--- src/rtl/dmem_mmio_bridge_pkg.sv ---
// rtl/dmem_mmio_bridge_pkg.sv - shared MMIO offsets, region select and TX_STATUS layout
package dmem_mmio_bridge_pkg;

  typedef enum logic [1:0] {
    REG_RAM,
    REG_MMIO,
    REG_NONE
  } region_t;

  localparam logic [5:0] OFF_GPIO_OUT  = 6'h00;
  localparam logic [5:0] OFF_GPIO_IN   = 6'h04;
  localparam logic [5:0] OFF_TIME_LO   = 6'h08;
  localparam logic [5:0] OFF_TIME_HI   = 6'h0c;
  localparam logic [5:0] OFF_TX_DATA   = 6'h10;
  localparam logic [5:0] OFF_TX_STATUS = 6'h14;

  localparam int STAT_FULL    = 0;
  localparam int STAT_EMPTY   = 1;
  localparam int STAT_OVF     = 2;
  localparam int STAT_CNT_LSB = 4;

endpackage

--- src/rtl/dmem_mmio_bridge_fifo.sv ---
// rtl/dmem_mmio_bridge_fifo.sv - registered-output synchronous FIFO with occupancy count
module sync_fifo #(
  parameter int WIDTH = 8,
  parameter int DEPTH = 4
) (
  input  logic                     clk,
  input  logic                     reset,
  input  logic                     push,
  input  logic [WIDTH-1:0]         push_data,
  input  logic                     pop,
  output logic                     full,
  output logic                     empty,
  output logic [$clog2(DEPTH):0]   count,
  output logic [WIDTH-1:0]         head
);

  localparam int AW = $clog2(DEPTH);

  logic [WIDTH-1:0] mem [DEPTH];
  logic [AW-1:0]    wr_ptr;
  logic [AW-1:0]    rd_ptr;
  logic             do_push;
  logic             do_pop;

  assign full    = (count == (AW+1)'(DEPTH));
  assign empty   = (count == '0);
  assign do_pop  = pop & ~empty;
  // A push into a full FIFO still lands when the head leaves in the same cycle.
  assign do_push = push & (~full | do_pop);
  assign head    = mem[rd_ptr];

  always_ff @(posedge clk) begin
    if (do_push) mem[wr_ptr] <= push_data;
  end

  always_ff @(posedge clk) begin
    if (reset) begin
      wr_ptr <= '0;
      rd_ptr <= '0;
      count  <= '0;
    end else begin
      if (do_push) wr_ptr <= wr_ptr + 1'b1;
      if (do_pop)  rd_ptr <= rd_ptr + 1'b1;
      case ({do_push, do_pop})
        2'b10:   count <= count + 1'b1;
        2'b01:   count <= count - 1'b1;
        default: ;
      endcase
    end
  end

endmodule

--- src/rtl/dmem_mmio_bridge.sv ---
// rtl/dmem_mmio_bridge.sv - splits the CPU data port between BRAM and GPIO/timer/TX-FIFO registers
module dmem_mmio_bridge
  import dmem_mmio_bridge_pkg::*;
#(
  parameter int          RAM_ADDR_W = 10,
  parameter logic [31:0] MMIO_BASE  = 32'h1000_0000,
  parameter int          GPIO_W     = 8,
  parameter int          FIFO_DEPTH = 4
) (
  input  logic                  clk,
  input  logic                  reset,
  input  logic [3:0]            data_mem_we_i,
  input  logic [31:0]           data_mem_address_i,
  input  logic [31:0]           data_mem_write_i,
  output logic [31:0]           data_mem_read_o,
  output logic [3:0]            ram_we_o,
  output logic [RAM_ADDR_W-1:0] ram_addr_o,
  output logic [31:0]           ram_wdata_o,
  input  logic [31:0]           ram_rdata_i,
  input  logic [GPIO_W-1:0]     gpio_in_i,
  output logic [GPIO_W-1:0]     gpio_out_o,
  output logic                  tx_valid_o,
  output logic [7:0]            tx_data_o,
  input  logic                  tx_ready_i,
  output logic                  bus_err_o
);

  localparam int CNT_W = $clog2(FIFO_DEPTH) + 1;

  region_t          region_c, region_q;
  logic [5:0]       off;
  logic             any_we, is_mmio, wr_time, push, pop, clr_ovf, ovf_set;
  logic             fifo_full, fifo_empty, overflow;
  logic [CNT_W-1:0] fifo_count;
  logic [GPIO_W-1:0] gpio_mask, gpio_sync1, gpio_sync2;
  logic [63:0]      timer;
  logic [31:0]      mmio_rdata, mmio_q, tx_status;

  always_comb begin
    region_c = REG_NONE;
    if (data_mem_address_i[31:RAM_ADDR_W+2] == '0)
      region_c = REG_RAM;
    else if (data_mem_address_i[31:6] == MMIO_BASE[31:6])
      region_c = REG_MMIO;
  end

  // Word offset inside the MMIO window; the byte-lane bits are masked off.
  assign off     = data_mem_address_i[5:0] & 6'h3c;
  assign any_we  = |data_mem_we_i;
  assign is_mmio = (region_c == REG_MMIO);
  assign wr_time = is_mmio && (off == OFF_TIME_LO || off == OFF_TIME_HI) && any_we;
  assign push    = is_mmio && (off == OFF_TX_DATA) && data_mem_we_i[0];
  assign clr_ovf = is_mmio && (off == OFF_TX_STATUS) && data_mem_we_i[0]
                   && data_mem_write_i[STAT_OVF];
  assign pop     = tx_valid_o & tx_ready_i;
  assign ovf_set = push & fifo_full & ~pop;

  assign ram_addr_o  = data_mem_address_i[RAM_ADDR_W+1:2];
  assign ram_wdata_o = data_mem_write_i;
  assign ram_we_o    = (region_c == REG_RAM) ? data_mem_we_i : 4'b0000;

  for (genvar g = 0; g < GPIO_W; g++) begin : g_gpio_lane
    assign gpio_mask[g] = data_mem_we_i[g/8];
  end

  sync_fifo #(
    .WIDTH(8),
    .DEPTH(FIFO_DEPTH)
  ) u_tx_fifo (
    .clk      (clk),
    .reset    (reset),
    .push     (push),
    .push_data(data_mem_write_i[7:0]),
    .pop      (pop),
    .full     (fifo_full),
    .empty    (fifo_empty),
    .count    (fifo_count),
    .head     (tx_data_o)
  );

  assign tx_valid_o = ~fifo_empty;

  always_comb begin
    tx_status                       = '0;
    tx_status[STAT_FULL]            = fifo_full;
    tx_status[STAT_EMPTY]           = fifo_empty;
    tx_status[STAT_OVF]             = overflow;
    tx_status[STAT_CNT_LSB +: 4]    = 4'(fifo_count);
  end

  always_comb begin
    mmio_rdata = '0;
    case (off)
      OFF_GPIO_OUT:  mmio_rdata = 32'(gpio_out_o);
      OFF_GPIO_IN:   mmio_rdata = 32'(gpio_sync2);
      OFF_TIME_LO:   mmio_rdata = timer[31:0];
      OFF_TIME_HI:   mmio_rdata = timer[63:32];
      OFF_TX_STATUS: mmio_rdata = tx_status;
      default:       ;
    endcase
  end

  always_ff @(posedge clk) begin
    if (reset) begin
      region_q   <= REG_NONE;
      mmio_q     <= '0;
      gpio_out_o <= '0;
      gpio_sync1 <= '0;
      gpio_sync2 <= '0;
      timer      <= '0;
      overflow   <= 1'b0;
      bus_err_o  <= 1'b0;
    end else begin
      region_q   <= region_c;
      mmio_q     <= mmio_rdata;
      gpio_sync1 <= gpio_in_i;
      gpio_sync2 <= gpio_sync1;
      timer      <= wr_time ? 64'd0 : timer + 64'd1;
      bus_err_o  <= (region_c == REG_NONE) && any_we;
      if (ovf_set)      overflow <= 1'b1;
      else if (clr_ovf) overflow <= 1'b0;
      if (is_mmio && off == OFF_GPIO_OUT)
        gpio_out_o <= (gpio_out_o & ~gpio_mask) | (data_mem_write_i[GPIO_W-1:0] & gpio_mask);
    end
  end

  // Read data follows the BRAM's one-cycle latency using the registered region.
  always_comb begin
    data_mem_read_o = '0;
    case (region_q)
      REG_RAM:  data_mem_read_o = ram_rdata_i;
      REG_MMIO: data_mem_read_o = mmio_q;
      default:  ;
    endcase
  end

endmodule

--- config.mk ---
export PLATFORM = sky130hd
export DESIGN_NAME = dmem_mmio_bridge
export DESIGN_NICKNAME = d
export VERILOG_FILES = /design/src/rtl/dmem_mmio_bridge_pkg.sv /design/src/rtl/dmem_mmio_bridge_fifo.sv /design/src/rtl/dmem_mmio_bridge.sv
export SDC_FILE = /design/constraint.sdc
export NUM_CORES = 1
export LEC_CHECK = 0
export ABC_CLOCK_PERIOD_IN_PS = 3010
export BUFFER_PORTS_ARGS = -buffer_cell sky130_fd_sc_hd__buf_2
export CORE_AREA = 2 2 136 138
export CTS_CLUSTER_DIAMETER = 100
export DETAILED_ROUTE_END_ITERATION = 12
export DIE_AREA = 0 0 138 140
export HOLD_SLACK_MARGIN = 0.06
export PLACE_DENSITY = 0.73
export SYNTH_ARGS = -nofsm -noshare
export SYNTH_HDL_FRONTEND = slang
export SYNTH_HIERARCHICAL = 1
export SYNTH_SLANG_ARGS = --single-unit
--- constraint.sdc ---
create_clock -name clk -period 3.01 [get_ports clk]
set_clock_uncertainty 0.2 [all_clocks]
set_input_delay 0.301 -clock clk [delete_from_list [all_inputs] [get_ports clk]]
set_output_delay 0.301 -clock clk [all_outputs]
set_load 0.005 [all_outputs]
==> summary.txt <==
Synth
  • Fraction of registers with async set or reset after synthesis: 0%
  • Library cells used by synthesis: 55
  • #FFs+latches synth: 165
  • Top cell type's share of synthesized area: 33.06%
  • Synthesized instance count: 821
  • Yosys warning count: 6
  • Avg Cell Area, Syn: 9.808 sq um
  • Post-Syn Nets: between 900 and 1,000
  • Number of enable flip-flop cells after synthesis: 32
  • Mapped Area: 8053 sq um
  • Register area share after synthesis: 45.00%
  • Cell taking the most area after synthesis: dfxtp_1
  • Top FF cell, synth: dfxtp_1
  • Synth area leaders: dfxtp_1 (33%), edfxtp_1 (12%), mux2i_1 (8.1%)

Clocking
  • CTS tree: yes
  • Clk_lat worst skew: ~0.43 ns
  • H-Tree Depth: 4
  • Clock transition at path regs: 0.07 ns
  • CTS max path bufs: 2
  • Number of CTS-inserted buffers: 17
  • # Post-CTS Setup Buffers: 0
  • TritonCTS Sinks: 165
  • Root buffer cell: clkbuf_16

Placement
  • # port buffers: 156
  • Dpl hpwl: 14,220 microns
  • GPL Wtd Cong: 0.8825
  • Placed Cells: 1,155

Power
  • Power Dens Cells: 479.5 nW/um^2
  • Worst vdd ir: between 300 and 400 uV
  • Leakage power: 3.606 nW
  • Pwr Total: 4.636 mW

Setup path
  • WP data arrival: between 3 and 4 ns
  • CP Capture Type: flop
  • WS Path Type: primary input to flop
  • Crit path max fanout: 3
  • Critical path launch point type: primary input
  • WP data required: approximately 3.2 ns

GRT
  • Initial antenna violation count: 0
  • GRT Total Usage: 20.25%
  • First-pass GRT wire length: 31,890 microns
  • Global route overflow: 0
  • Vias in the first global route: 6,220
  • Largest net degree at the start of global routing: 65

Drt
  • Pre-Repair DR Iteration Count: 5
  • Wl on met1: 8922 microns
  • DR vias/cell: 5.441
  • Starting DRT DRC Count: 511
  • Via Count: 6,546
  • Routed WL per cell: 16.36 microns
  • Met2 wire len: 9199 microns
  • # DRC: 0
  • Top Metal Used: met4
  • Routed Antenna Nets: 0
  • Met3 wire len: 1343 microns
  • Routed WL: between 15,000 and 20,000 microns

Floorplan
  • Die outline height: about 140 microns
  • Num ports: 207
  • Effective utilization at floorplan: 45.29%
  • Die Area: 19,320 sq um
  • Num rows: 49
  • Die width: around 140 microns
  • CORE AREA: 17,780 sq um

Min path
  • Hold Crit Class: primary input to flop

STA
  • Final hold vios: 0
  • Period minus WS final: 2.859 ns
  • Actual slew at the worst max-slew pin: approximately 0.63 ns
  • Post-route setup TNS: 0 ns
  • Fin crit share: 95.00%
  • Unrepaired setup endpoints after global routing: false
  • Slew headroom: 57.49%
  • Final setup violation count: 0
  • Max frequency: 0.3497 GHz
  • Pins Over Slew Limit: 0

Finish
  • P&R area growth vs syn: 20.06%
  • Fraction of layout cells with a size suffix above 1: between 20 and 30%
  • N_diodes: 0
  • Fin nets: 1,079
  • Finished Core Util: 54.38%
  • Finished Layout Cells: roughly 1,200

Job
  • Maxcap violations: 0

Run status
  • Run status: completed
[placed cells by master (no fill, tap or decap), types with 7 or more instances in the layout]
master | Yosys | layout
nor2_1 | 123 | 123
clkinv_8 | 0 | 7
inv_1 | 26 | 26
nor2b_1 | 17 | 17
buf_4 | 42 | 28
nand4_1 | 17 | 17
o31ai_1 | 9 | 9
mux2_2 | 8 | 8
or3_1 | 13 | 13
nor3_1 | 22 | 22
xor2_1 | 13 | 13
buf_2 | 15 | 156
nor4_1 | 15 | 14
o21ai_0 | 10 | 10
or4_1 | 13 | 13
a22oi_1 | 14 | 14
nand3_1 | 25 | 25
clkbuf_16 | 0 | 17
and4_1 | 10 | 10
dlygate4sd3_1 | 0 | 16
dfxtp_1 | 133 | 132
edfxtp_1 | 32 | 32
mux4_2 | 8 | 8
nand2_1 | 36 | 36
nor4_4 | 7 | 7
a21oi_1 | 31 | 31
mux2i_1 | 65 | 65
xnor2_1 | 32 | 32
[critical path, cell delays in order]
cell and delay, ns:
buf_2 0.09, nor4_1 0.41, nand2_1 0.17, or4_1 0.56, nor2_1 0.12, a21boi_4 0.19
inv_1 0.06, ha_1 0.21, inv_1 0.07, fa_1 0.17, xor2_1 0.08, or3_2 0.41
a21oi_1 0.14
[layout make-up]
class                      count  area [sq um]
clock buffer                  17         425.4
timing repair buffer         201          1171
multi-input combinational    550          3872
tap                          229         286.5
sequential                   165          3625
fill                        1527          8112
inverter                      26         97.59
clock inverter                15         190.2
[logic make-up (layout without fill, tap and decap cells)]
group / after synthesis / after routing / synth area share (%)
AOI/OAI and AO/OA: 73 / 73 / 5.687
buffers and inverters: 106 / 259 / 7.225
and+or+nand+nor: 343 / 343 / 24.39
muxes: 82 / 82 / 11.62
xor gates and xnor gates: 45 / 45 / 4.894
DFF: 165 / 165 / 45.00
adders and majority gates: 7 / 7 / 1.181
[timing repair]
item	in CTS	in global routing
hold endpoints to repair	48	0
endpoints found under the setup margin	0	1
hold buffers	16	0
gates resized for setup	0	1
[synth_stat cells, types with 5 or more instances]
cell / number
xnor2_1: 32
mux2i_1: 65
buf_1: 6
ha_1: 6
a21oi_1: 31
o31ai_1: 9
clkbuf_1: 16
buf_4: 42
xor2_1: 13
mux2_2: 8
nor4_1: 15
and4_1: 10
nand3_1: 25
nor2_1: 123
or3_1: 13
nor2b_1: 17
or4_1: 13
and3_1: 5
nor4_4: 7
o21ai_0: 10
dfxtp_1: 133
a22oi_1: 14
nand2_1: 36
inv_1: 26
nor3_1: 22
nand2b_1: 6
nand4_1: 17
edfxtp_1: 32
buf_2: 15
mux4_2: 8
and2_1: 6
[state kept, by name, indices dropped and copies added (netlist names), 2 cells and up, named ones only]
name	count
gpio_sync2	8
mmio_q	32
u_tx_fifo/rd_ptr	2
gpio_sync1	8
region_q	2
u_tx_fifo/wr_ptr	2
u_tx_fifo/count	3
timer	64
u_tx_fifo/mem	32
[metrics by stage]
| step | setup slack (ns) | hold WS [ns] | instance area (sq um) |
|---|---|---|---|
| 6_report | 0.1506 | 0.09721 | 9668 |
| 5_1_grt | 0.04186 | 0.09136 | 9668 |
| 4_1_cts | 0.1937 | 0.08054 | 9662 |
| 3_5_place_dp | -0.1998 | 0.2256 | 8886 |
| 3_3_place_gp | -0.1447 | 0.2201 | 8886 |
| 2_1_floorplan | 0.02394 | 0.1999 | 8060 |
[power by group]
group / total [mW] / internal, mW / switching (mW)
clock network: 2.17 / 1.13 / 1.04
registers: 2.27 / 2.26 / 0.00671
logic: 0.200 / 0.101 / 0.0993
total: 4.64 / 3.49 / 1.14
[path summary, 6_finish.rpt]
check                        to              startpoint  slack (ns)  cells past startpoint
max          u_tx_fifo/count[2]  data_mem_address_i[18]        0.15                     13
min reg2reg       gpio_sync2[5]           gpio_sync1[5]        0.24                      1
min                    overflow        data_mem_we_i[0]         0.1                      4
max reg2reg  u_tx_fifo/count[2]      u_tx_fifo/count[0]        0.28                     10
[layer usage]
metal  GRT usage (%)  vias up
met5               0        -
li1                -     3160
met1           28.37     3134
met3           4.205       22
met4           5.532        0
met2           31.97      230
Power figures use the tool's default switching activity.
